`src/rtl/tape_loader_pkg.sv`:
```
// rtl/tape_loader_pkg.sv - shared widths and FSM encoding for the tape loader
package tape_loader_pkg;
  localparam int WORD_W = 31;
  localparam int ADDR_W = 12;
  localparam int BYTE_W = 8;

  typedef enum logic [2:0] {
    IDLE,
    RECV,
    WRITE,
    WAIT,
    DONE
  } state_t;
endpackage

```
`src/rtl/tape_loader_if.sv`:
```
// rtl/tape_loader_if.sv - reader byte stream and memory write port of the tape loader
interface tape_loader_if;
  import tape_loader_pkg::*;

  logic              in_valid;
  logic [BYTE_W-1:0] in_data;
  logic              in_ready;

  logic              mem_write_to_mem;
  logic [ADDR_W-1:0] sel_value_to_mem;
  logic              write_sign_to_mem;
  logic [WORD_W-2:0] write_data_to_mem;
  logic              mem_write_reply_from_mem;

  modport master (
    input  in_valid, in_data, mem_write_reply_from_mem,
    output in_ready, mem_write_to_mem, sel_value_to_mem, write_sign_to_mem, write_data_to_mem
  );

  modport slave (
    output in_valid, in_data, mem_write_reply_from_mem,
    input  in_ready, mem_write_to_mem, sel_value_to_mem, write_sign_to_mem, write_data_to_mem
  );
endinterface

```
`src/rtl/tape_loader_byte_packer.sv`:
```
// rtl/tape_loader_byte_packer.sv - assembles four reader bytes into one 31-bit word
module byte_packer
  import tape_loader_pkg::*;
#(
  parameter int BYTES_PER_WORD = 4
) (
  input  logic              clk,
  input  logic              resetn,
  input  logic              clear,
  input  logic              accept,
  input  logic [BYTE_W-1:0] byte_data,
  output logic [WORD_W-1:0] word,
  output logic              word_full
);
  logic [1:0] idx;

  // Flags the byte that completes the word, so the FSM can leave RECV on that same edge.
  assign word_full = accept && (idx == 2'(BYTES_PER_WORD - 1));

  // The word is not cleared between loads: it is the held write data seen by memory.
  always_ff @(posedge clk) begin
    if (!resetn) begin
      idx  <= '0;
      word <= '0;
    end else if (clear) begin
      idx <= '0;
    end else if (accept) begin
      idx <= word_full ? 2'd0 : idx + 2'd1;
      case (idx)
        2'd0:    word[7:0]   <= byte_data;
        2'd1:    word[15:8]  <= byte_data;
        2'd2:    word[23:16] <= byte_data;
        default: word[30:24] <= byte_data[6:0];
      endcase
    end
  end
endmodule

```
`src/rtl/tape_loader.sv`:
```
// rtl/tape_loader.sv - loads a block of tape words into memory and reports a checksum
module tape_loader
  import tape_loader_pkg::*;
#(
  parameter int BYTES_PER_WORD = 4
) (
  input  logic              clk,
  input  logic              resetn,
  input  logic              start_from_op,
  input  logic [ADDR_W-1:0] start_addr_from_op,
  input  logic [ADDR_W-1:0] word_count_from_op,
  input  logic              abort_from_op,
  tape_loader_if.master     bus,
  output logic              busy_to_op,
  output logic              done_to_op,
  output logic [WORD_W-1:0] checksum_to_op
);
  state_t              state;
  logic [ADDR_W-1:0]   addr;
  logic [ADDR_W-1:0]   count;
  logic                in_ready;
  logic                mem_write;
  logic                abort_pend;
  logic [WORD_W-1:0]   word;
  logic                word_full;
  logic                accept;
  logic                clear;

  assign accept = bus.in_valid && in_ready;
  assign clear  = (state == IDLE);

  byte_packer #(.BYTES_PER_WORD(BYTES_PER_WORD)) u_packer (
    .clk       (clk),
    .resetn    (resetn),
    .clear     (clear),
    .accept    (accept),
    .byte_data (bus.in_data),
    .word      (word),
    .word_full (word_full)
  );

  assign bus.in_ready          = in_ready;
  assign bus.mem_write_to_mem  = mem_write;
  assign bus.sel_value_to_mem  = addr;
  assign bus.write_sign_to_mem = word[30];
  assign bus.write_data_to_mem = word[29:0];

  always_ff @(posedge clk) begin
    if (!resetn) begin
      state          <= IDLE;
      addr           <= '0;
      count          <= '0;
      in_ready       <= 1'b0;
      mem_write      <= 1'b0;
      abort_pend     <= 1'b0;
      busy_to_op     <= 1'b0;
      done_to_op     <= 1'b0;
      checksum_to_op <= '0;
    end else begin
      mem_write  <= 1'b0;
      done_to_op <= 1'b0;
      case (state)
        IDLE: begin
          if (abort_from_op) begin
            state      <= DONE;
            busy_to_op <= 1'b1;
            done_to_op <= 1'b1;
          end else if (start_from_op) begin
            addr           <= start_addr_from_op;
            count          <= word_count_from_op;
            checksum_to_op <= '0;
            abort_pend     <= 1'b0;
            busy_to_op     <= 1'b1;
            if (word_count_from_op == '0) begin
              state      <= DONE;
              done_to_op <= 1'b1;
            end else begin
              state    <= RECV;
              in_ready <= 1'b1;
            end
          end
        end
        RECV: begin
          // Abort wins over a word completing in the same cycle: the partial word is dropped.
          if (abort_from_op) begin
            state      <= DONE;
            in_ready   <= 1'b0;
            done_to_op <= 1'b1;
          end else if (word_full) begin
            state     <= WRITE;
            in_ready  <= 1'b0;
            mem_write <= 1'b1;
          end
        end
        WRITE: begin
          state <= WAIT;
          if (abort_from_op) abort_pend <= 1'b1;
        end
        WAIT: begin
          if (abort_from_op) abort_pend <= 1'b1;
          if (bus.mem_write_reply_from_mem) begin
            checksum_to_op <= checksum_to_op + word;
            addr           <= addr + 1'b1;
            count          <= count - 1'b1;
            if (count == 12'd1 || abort_from_op || abort_pend) begin
              state      <= DONE;
              done_to_op <= 1'b1;
            end else begin
              state    <= RECV;
              in_ready <= 1'b1;
            end
          end
        end
        DONE: begin
          state      <= IDLE;
          busy_to_op <= 1'b0;
          abort_pend <= 1'b0;
        end
        default: state <= IDLE;
      endcase
    end
  end
endmodule

```
`src/flat_wrapper.sv`:
```
// flat-port wrapper written by rule: the top's interface ports become plain ports
module tape_loader_flat import tape_loader_pkg::*;
#(
  parameter int BYTES_PER_WORD = 4
)
  (clk, resetn, start_from_op, start_addr_from_op, word_count_from_op, abort_from_op, busy_to_op, done_to_op, checksum_to_op, bus_in_valid, bus_in_data, bus_mem_write_reply_from_mem, bus_in_ready, bus_mem_write_to_mem, bus_sel_value_to_mem, bus_write_sign_to_mem, bus_write_data_to_mem);
  tape_loader_if bus_i ();
  input  logic clk;
  input  logic resetn;
  input  logic start_from_op;
  input  logic [ADDR_W-1:0] start_addr_from_op;
  input  logic [ADDR_W-1:0] word_count_from_op;
  input  logic abort_from_op;
  output logic busy_to_op;
  output logic done_to_op;
  output logic [WORD_W-1:0] checksum_to_op;
  input wire logic [$bits(bus_i.in_valid)-1:0] bus_in_valid;
  input wire logic [$bits(bus_i.in_data)-1:0] bus_in_data;
  input wire logic [$bits(bus_i.mem_write_reply_from_mem)-1:0] bus_mem_write_reply_from_mem;
  output wire logic [$bits(bus_i.in_ready)-1:0] bus_in_ready;
  output wire logic [$bits(bus_i.mem_write_to_mem)-1:0] bus_mem_write_to_mem;
  output wire logic [$bits(bus_i.sel_value_to_mem)-1:0] bus_sel_value_to_mem;
  output wire logic [$bits(bus_i.write_sign_to_mem)-1:0] bus_write_sign_to_mem;
  output wire logic [$bits(bus_i.write_data_to_mem)-1:0] bus_write_data_to_mem;
  assign bus_i.in_valid = bus_in_valid;
  assign bus_i.in_data = bus_in_data;
  assign bus_i.mem_write_reply_from_mem = bus_mem_write_reply_from_mem;
  assign bus_in_ready = bus_i.in_ready;
  assign bus_mem_write_to_mem = bus_i.mem_write_to_mem;
  assign bus_sel_value_to_mem = bus_i.sel_value_to_mem;
  assign bus_write_sign_to_mem = bus_i.write_sign_to_mem;
  assign bus_write_data_to_mem = bus_i.write_data_to_mem;
  tape_loader #(.BYTES_PER_WORD(BYTES_PER_WORD)) u_core (.clk(clk), .resetn(resetn), .start_from_op(start_from_op), .start_addr_from_op(start_addr_from_op), .word_count_from_op(word_count_from_op), .abort_from_op(abort_from_op), .bus(bus_i), .busy_to_op(busy_to_op), .done_to_op(done_to_op), .checksum_to_op(checksum_to_op));
endmodule
```
`config.mk`:
```
export PLATFORM = sky130hd
export DESIGN_NAME = tape_loader_flat
export DESIGN_NICKNAME = d
export VERILOG_FILES = /design/src/rtl/tape_loader_pkg.sv /design/src/rtl/tape_loader_if.sv /design/src/rtl/tape_loader_byte_packer.sv /design/src/rtl/tape_loader.sv /design/src/flat_wrapper.sv
export SDC_FILE = /design/constraint.sdc
export NUM_CORES = 1
export LEC_CHECK = 0
export BUFFER_PORTS_ARGS = -buffer_cell sky130_fd_sc_hd__buf_2
export CAP_MARGIN = 20
export CORE_MARGIN = 2
export CORE_UTILIZATION = 45
export DETAILED_ROUTE_END_ITERATION = 10
export PLACE_DENSITY = 0.67
export SLEW_MARGIN = 20
export SYNTH_ARGS = -nofsm -noshare
export SYNTH_HDL_FRONTEND = slang
export SYNTH_SLANG_ARGS = --single-unit
```
`constraint.sdc`:
```
create_clock -name clk -period 3.1 [get_ports clk]
set_clock_uncertainty 0.15 [all_clocks]
set_input_delay 0 -clock clk [delete_from_list [all_inputs] [get_ports clk]]
set_output_delay 0 -clock clk [all_outputs]
set_load 0.05 [all_outputs]
```
== Yosys cells after proc, flatten, opt, wreduce, memory -nomap -nowiden ==
Cells that the tools add are included.
Operators by class
  equality and inequality tests: 16
  mux-type cells: 44
  add/subtract/negate cells: 4
  reductions and logical operators: 24
  bitwise gates (word level): 4
Operators by type and width (number)
  2-to-1 mux 31 bit: 3
  2-to-1 mux 12 bit: 6
  one-hot mux 31 bit (2 select lines): 1
  one-hot mux 12 bit (2 select lines): 2
  adder 31 bit: 1
  2-to-1 mux 3 bit: 7
  2-to-1 mux 1 bit: 19
  AND reduction 3 bit: 5
  adder 12 x 1 -> 12 bit, second input constant: 1
  equality test 12 x 1 -> 1 bit, second input constant: 1
  zero test 12 bit: 1
  one-hot mux 3 bit (4 select lines): 1
  subtractor 12 x 1 -> 12 bit, second input constant: 1
  inequality test 2 bit, second input constant: 5
  one-hot mux 1 bit (3 select lines): 3
  AND reduction 4 bit: 2
  AND reduction 7 bit: 1
  equality test 3 x 2 -> 1 bit, second input constant: 2
  inequality test 3 bit, second input constant: 2
  nonzero test 3 bit: 2
  OR reduction 3 bit: 2
  equality test 2 bit, second input constant: 2
  inverter 1 bit: 4
  nonzero test 2 bit: 2
  other kinds (13): 16
Word-level totals
  bits of input ports: 38
  output and inout bits: 78
  logic and storage cells: 106
  register bits: 96

== Longest topological paths before layout ==
  depth after elaboration: 6
  gate-level depth with buffers: 9

== By module ==
Synthesis repeated with hierarchy kept, for this count alone.
Unflattened totals
  cell total of the unflattened synthesis: 751
  area total of the unflattened synthesis: 6022.0 um^2
Modules (own cells, without submodules)
  tape_loader: instances 1, cells each 621, area an instance 4704.5 um^2
  byte_packer: instances 1, cells each 130, area an instance 1317.5 um^2

== Least setup slack after synthesis ==
Ideal clock, no wire load.
  path type: reg2reg
  from: reg u_core.u_packer.word[0]
  to: reg u_core.checksum_to_op[30]
  arrival time: 2.857 ns
  stages on the path, launching flop included: 10
  setup time: 0.079 ns
  slack: 0.014 ns
  required time: 2.871 ns
  path through: dfxtp_1 > ha_1 > fa_1 > a21o_1 > a211oi_2 > o21ai_1 > a2111o_1 > and3_1 > or4_1 > o211ai_1
Between the ends
  longest elaborated chain between the ends: 3
Ends and longest elaborated chain
  start: declaration: line tape_loader_byte_packer.sv:12  | output logic [WORD_W-1:0] word,
  start signal: assignment: line tape_loader_byte_packer.sv:30  | 2'd0: word[7:0] <= byte_data;
  adder 31 bit: line tape_loader.sv:102  | checksum_to_op <= checksum_to_op + word;
  2-to-1 mux 31 bit: line tape_loader.sv:101  | if (bus.mem_write_reply_from_mem) begin
  one-hot mux 31 bit (2 select lines): line tape_loader.sv:62  | case (state)
  end signal: assignment: line tape_loader.sv:102
  end: declaration: line tape_loader.sv:16  | output logic [WORD_W-1:0] checksum_to_op
Every way passes these cells. The select of a mux whose other input is x is not followed.
A chain may end at the register's enable or synchronous reset.

== Final worst setup path ==
Same ends and word-level chain as after synthesis.

==> results.cfg <==
[cts]
cts_tree = yes
cts_max_level = 3
cts_buffers = 9
clockRootBuffer = sky130_fd_sc_hd__clkbuf_16
clock_path_buffers = 2
clk_pin_slew_ns = 0.07
insertion_delay_ns = 0.36
cts_sinks = 96

[final_layout]
antenna-diode-count = 0
flow.area_growth_from_synthesis_pct = 25.4
layout.nets = 957
final_cell_count_no_fill = 1058
final_cell_area_um2 = 7170
layout_cells_sized_above_1 = 0.176
total_area_of_multi_input_combinational_cells_um2 = 3610
layout.area.seq_um2 = 1920
fillerInstances = 1207

[critical_path]
crit_path_end_kind = flop
cp-start-kind = flop
critPathKind = flop to flop
timing.critical_path.fanout_max = 3
cp_cell_sequence = ha_1, fa_2, a21o_1, a211oi_4, o21ai_2, a2111o_1, and3_1, or4_1, o211ai_1
worst_ep_required_time_ns = 3.24
cpMaxStageDelayCell = sky130_fd_sc_hd__or4_1
data_arrival_time_of_the_critical_path_ns = 3.07
critPathMaxStageDelay_ns = 0.46

[logic_synthesis]
yosysWarnings = 0
synth.avg_cell_area_um2 = 7.72
synth_top_family_by_area = compound AO/OA/AOI/OAI gates
synth.cells.most_frequent = sky130_fd_sc_hd__dfxtp_1, sky130_fd_sc_hd__nand2_1, sky130_fd_sc_hd__a21oi_1
synthSimpleGateAreaFrac = 0.218
post_syn_nets = 816
post_synth_xor_area_fraction = 0.0414
synthAdderAreaFrac = 0.0845
yosys_register_bits = 96
synth.most_common_cell = sky130_fd_sc_hd__dfxtp_1
synth.top_cells.by_area = sky130_fd_sc_hd__dfxtp_1, sky130_fd_sc_hd__ha_1, sky130_fd_sc_hd__a21oi_1, sky130_fd_sc_hd__nand2_1, sky130_fd_sc_hd__o21ai_0
number_of_synthesized_flops_with_an_enable_pin = 0
yosys-mux-area-fraction = 0.0245
cell_area_after_synthesis_um2 = 5710
yosysSeqAreaShare = 0.336
synth.largest_area_cell = sky130_fd_sc_hd__dfxtp_1
synthArstFlopShare = 0
synth_compound_area_frac = 0.259
yosys.area.top_type_share = 0.336
synth_cell_type_count = 53
most_instantiated_flip_flop_cell_in_the_synthesis_netlist = sky130_fd_sc_hd__dfxtp_1
postSynthCellCount = 740

[grt]
grt_overflow = 0
initial_antenna_violation_count = 0
largest_net_degree_at_the_start_of_global_routing = 67
grt_usage = 0.271
grt_pass1_vias = 5715
grt_first_pass_wirelength_mm = 28.7

[min_path]
min_path_type = input pin to flop

[die]
placeableCoreArea_um2 = 12500
pin_count = 116
dieArea_um2 = 13600
die_w_um = 117
floorplan.initialDensity = 0.457
num_rows = 41
die_h_um = 117

[route]
remaining_drc_errors = 0
post_drt_wl_per_cell_um = 17.2
via_count = 6062
first_pass_iters = 5
totalWireLength_mm = 18.2
post_drt_via_cell_ratio = 5.73
postRouteAntennaNets = 0
detail_route.iter0.violations = 413

[job]
max_cap_viol_count = 0

[sta]
final_max_slew_viol_count = 0
post-route-period-util = 0.946
timing_hold_violations_final = 0
finalWorstPathRequiredPeriod_ns = 2.93
setup_viol = 0
timing_worst_slew_pin_value_ns = 1.00
timing.fmax_mhz = 341
max_slew_margin = 0.333

[pwr]
netSwitchingFraction = 0.268
power-per-cell-area_nw_per_um2 = 380
power.switching_uw = 730
share_clk_of_total_power = 0.403
ir_worst_vdd_mv = 0.223
static-leakage-power_nw = 3.14
sequentialPowerShare = 0.474
power_frac_comb = 0.123
cellInternalPower_mw = 1.99

[placed_design]
detailedPlacementHpwl_mm = 12.9
port_bufs = 115
dp_cells = 1001
globalplace.congestion = 0.949
dpl_cell_area_um2 = 6450

[outcome]
status = complete, no violations
==> worst max-delay path, delay by kind of cell (launching register included) <==
family,cells,cell delay (ns)
fa+ha+maj,2,0.60
compound gates,5,1.14
flops,1,0.32
simple gates,2,0.66
==> power groups by stage <==
stage	Clock, mW	Combinational [mW]	Sequential [mW]
global route	1.17	0.367	1.29
finish	1.10	0.335	1.29
CTS	1.11	0.333	1.29
detailed placement	0	0.295	1.32
global placement	0	0.292	1.32
floorplan	0	0.148	1.36
==> layout make-up <==
cell class | instances | area share
clock inverters | 3 | 0.00210
repair buffers | 167 | 0.148
clock buffers | 13 | 0.0377
well taps | 172 | 0.0300
flip-flops and latches | 96 | 0.268
multi-input cells | 588 | 0.504
inverters | 19 | 0.00995
==> path summary, 6_finish.rpt <==
| kind | from | end | slack, ns | cells past startpoint |
|---|---|---|---|---|
| setup / recovery | u_core.u_packer.word[0]$_SDFFE_PN0P_ | u_core.checksum_to_op[30]$_SDFFE_PN0P_ | 0.17 | 9 |
| hold / removal | start_addr_from_op[1] | u_core.bus.sel_value_to_mem[1]$_SDFFE_PN0P_ | 0.32 | 4 |
| hold reg to reg | u_core.busy_to_op$_SDFFE_PN0P_ | u_core.busy_to_op$_SDFFE_PN0P_ | 0.32 | 2 |
| setup reg to reg | u_core.u_packer.word[0]$_SDFFE_PN0P_ | u_core.checksum_to_op[30]$_SDFFE_PN0P_ | 0.17 | 9 |
==> registers in the layout, indices dropped and copies added, names as in the netlist <==
name                         cells
u_core.abort_pend                1
u_core.bus.in_ready              1
u_core.bus.mem_write_to_mem      1
u_core.bus.sel_value_to_mem     12
u_core.busy_to_op                1
u_core.checksum_to_op           31
u_core.count                    12
u_core.done_to_op                1
u_core.state                     3
u_core.u_packer.idx              2
u_core.u_packer.word            31
==> per-stage QoR <==
step | setup TNS (ns) | worst slack, ns | power (mW) | util | hold WS (ns)
after floorplan | 0 | 0.0140 | 1.51 | - | -0.00268
after global placement | 0 | 0.0907 | 1.61 | 0.515 | 0.125
after detailed placement | 0 | 0.0483 | 1.61 | 0.515 | 0.138
after CTS | 0 | 0.0299 | 2.73 | 0.569 | 0.316
after global routing | -0.0123 | -0.0123 | 2.83 | 0.572 | 0.348
final | 0 | 0.167 | 2.72 | 0.572 | 0.317
==> layer usage <==
metal,wire length (um),global-route usage,vias to the layer above
met5,0,0,-
met4,426,0.106,0
met3,1240,0.0467,28
met2,8390,0.435,222
met1,8100,0.364,2822
li1,-,-,2990
==> timing repair <==
action                     4_1_cts  5_1_grt
hold endpoints to repair        63        0
setup buffers                    0        2
resized for setup                0        5
setup endpoints to repair        0        3
hold buffers                    39        0
==> cell usage in the layout, fill, tap and decap left out, types with 4 or more instances in the layout <==
cell type / Yosys / final
sky130_fd_sc_hd__nor4_1: 7 / 7
sky130_fd_sc_hd__ha_1: 37 / 37
sky130_fd_sc_hd__a31oi_1: 11 / 10
sky130_fd_sc_hd__dfxtp_1: 96 / 96
sky130_fd_sc_hd__mux2i_1: 14 / 14
sky130_fd_sc_hd__inv_1: 19 / 18
sky130_fd_sc_hd__nor3_1: 13 / 13
sky130_fd_sc_hd__buf_4: 0 / 13
sky130_fd_sc_hd__buf_2: 0 / 115
sky130_fd_sc_hd__a211oi_1: 14 / 14
sky130_fd_sc_hd__nand4_1: 4 / 4
sky130_fd_sc_hd__or3_1: 5 / 5
sky130_fd_sc_hd__and3_1: 13 / 13
sky130_fd_sc_hd__o21bai_1: 4 / 4
sky130_fd_sc_hd__a22oi_1: 12 / 12
sky130_fd_sc_hd__o21ai_0: 53 / 53
sky130_fd_sc_hd__nor2_1: 59 / 59
sky130_fd_sc_hd__nand3_1: 49 / 49
sky130_fd_sc_hd__a21o_1: 14 / 14
sky130_fd_sc_hd__clkbuf_16: 0 / 9
sky130_fd_sc_hd__xnor2_1: 14 / 14
sky130_fd_sc_hd__o211ai_1: 7 / 7
sky130_fd_sc_hd__a221oi_1: 7 / 7
sky130_fd_sc_hd__nand2_1: 94 / 94
sky130_fd_sc_hd__o22ai_1: 6 / 6
sky130_fd_sc_hd__and2_1: 8 / 8
sky130_fd_sc_hd__xor2_1: 13 / 13
sky130_fd_sc_hd__a21oi_1: 84 / 84
sky130_fd_sc_hd__dlygate4sd3_1: 0 / 39
==> kinds of logic after synthesis <==
group | after synthesis
XOR/XNOR | 27
multiplexers | 14
AND/OR/NAND/NOR | 270
buffers and inverters | 56
adder cells (fa/ha/maj) | 38
flip-flops | 96
AO/OA/AOI/OAI | 239
Note: power is estimated with default switching activity, not from simulation.
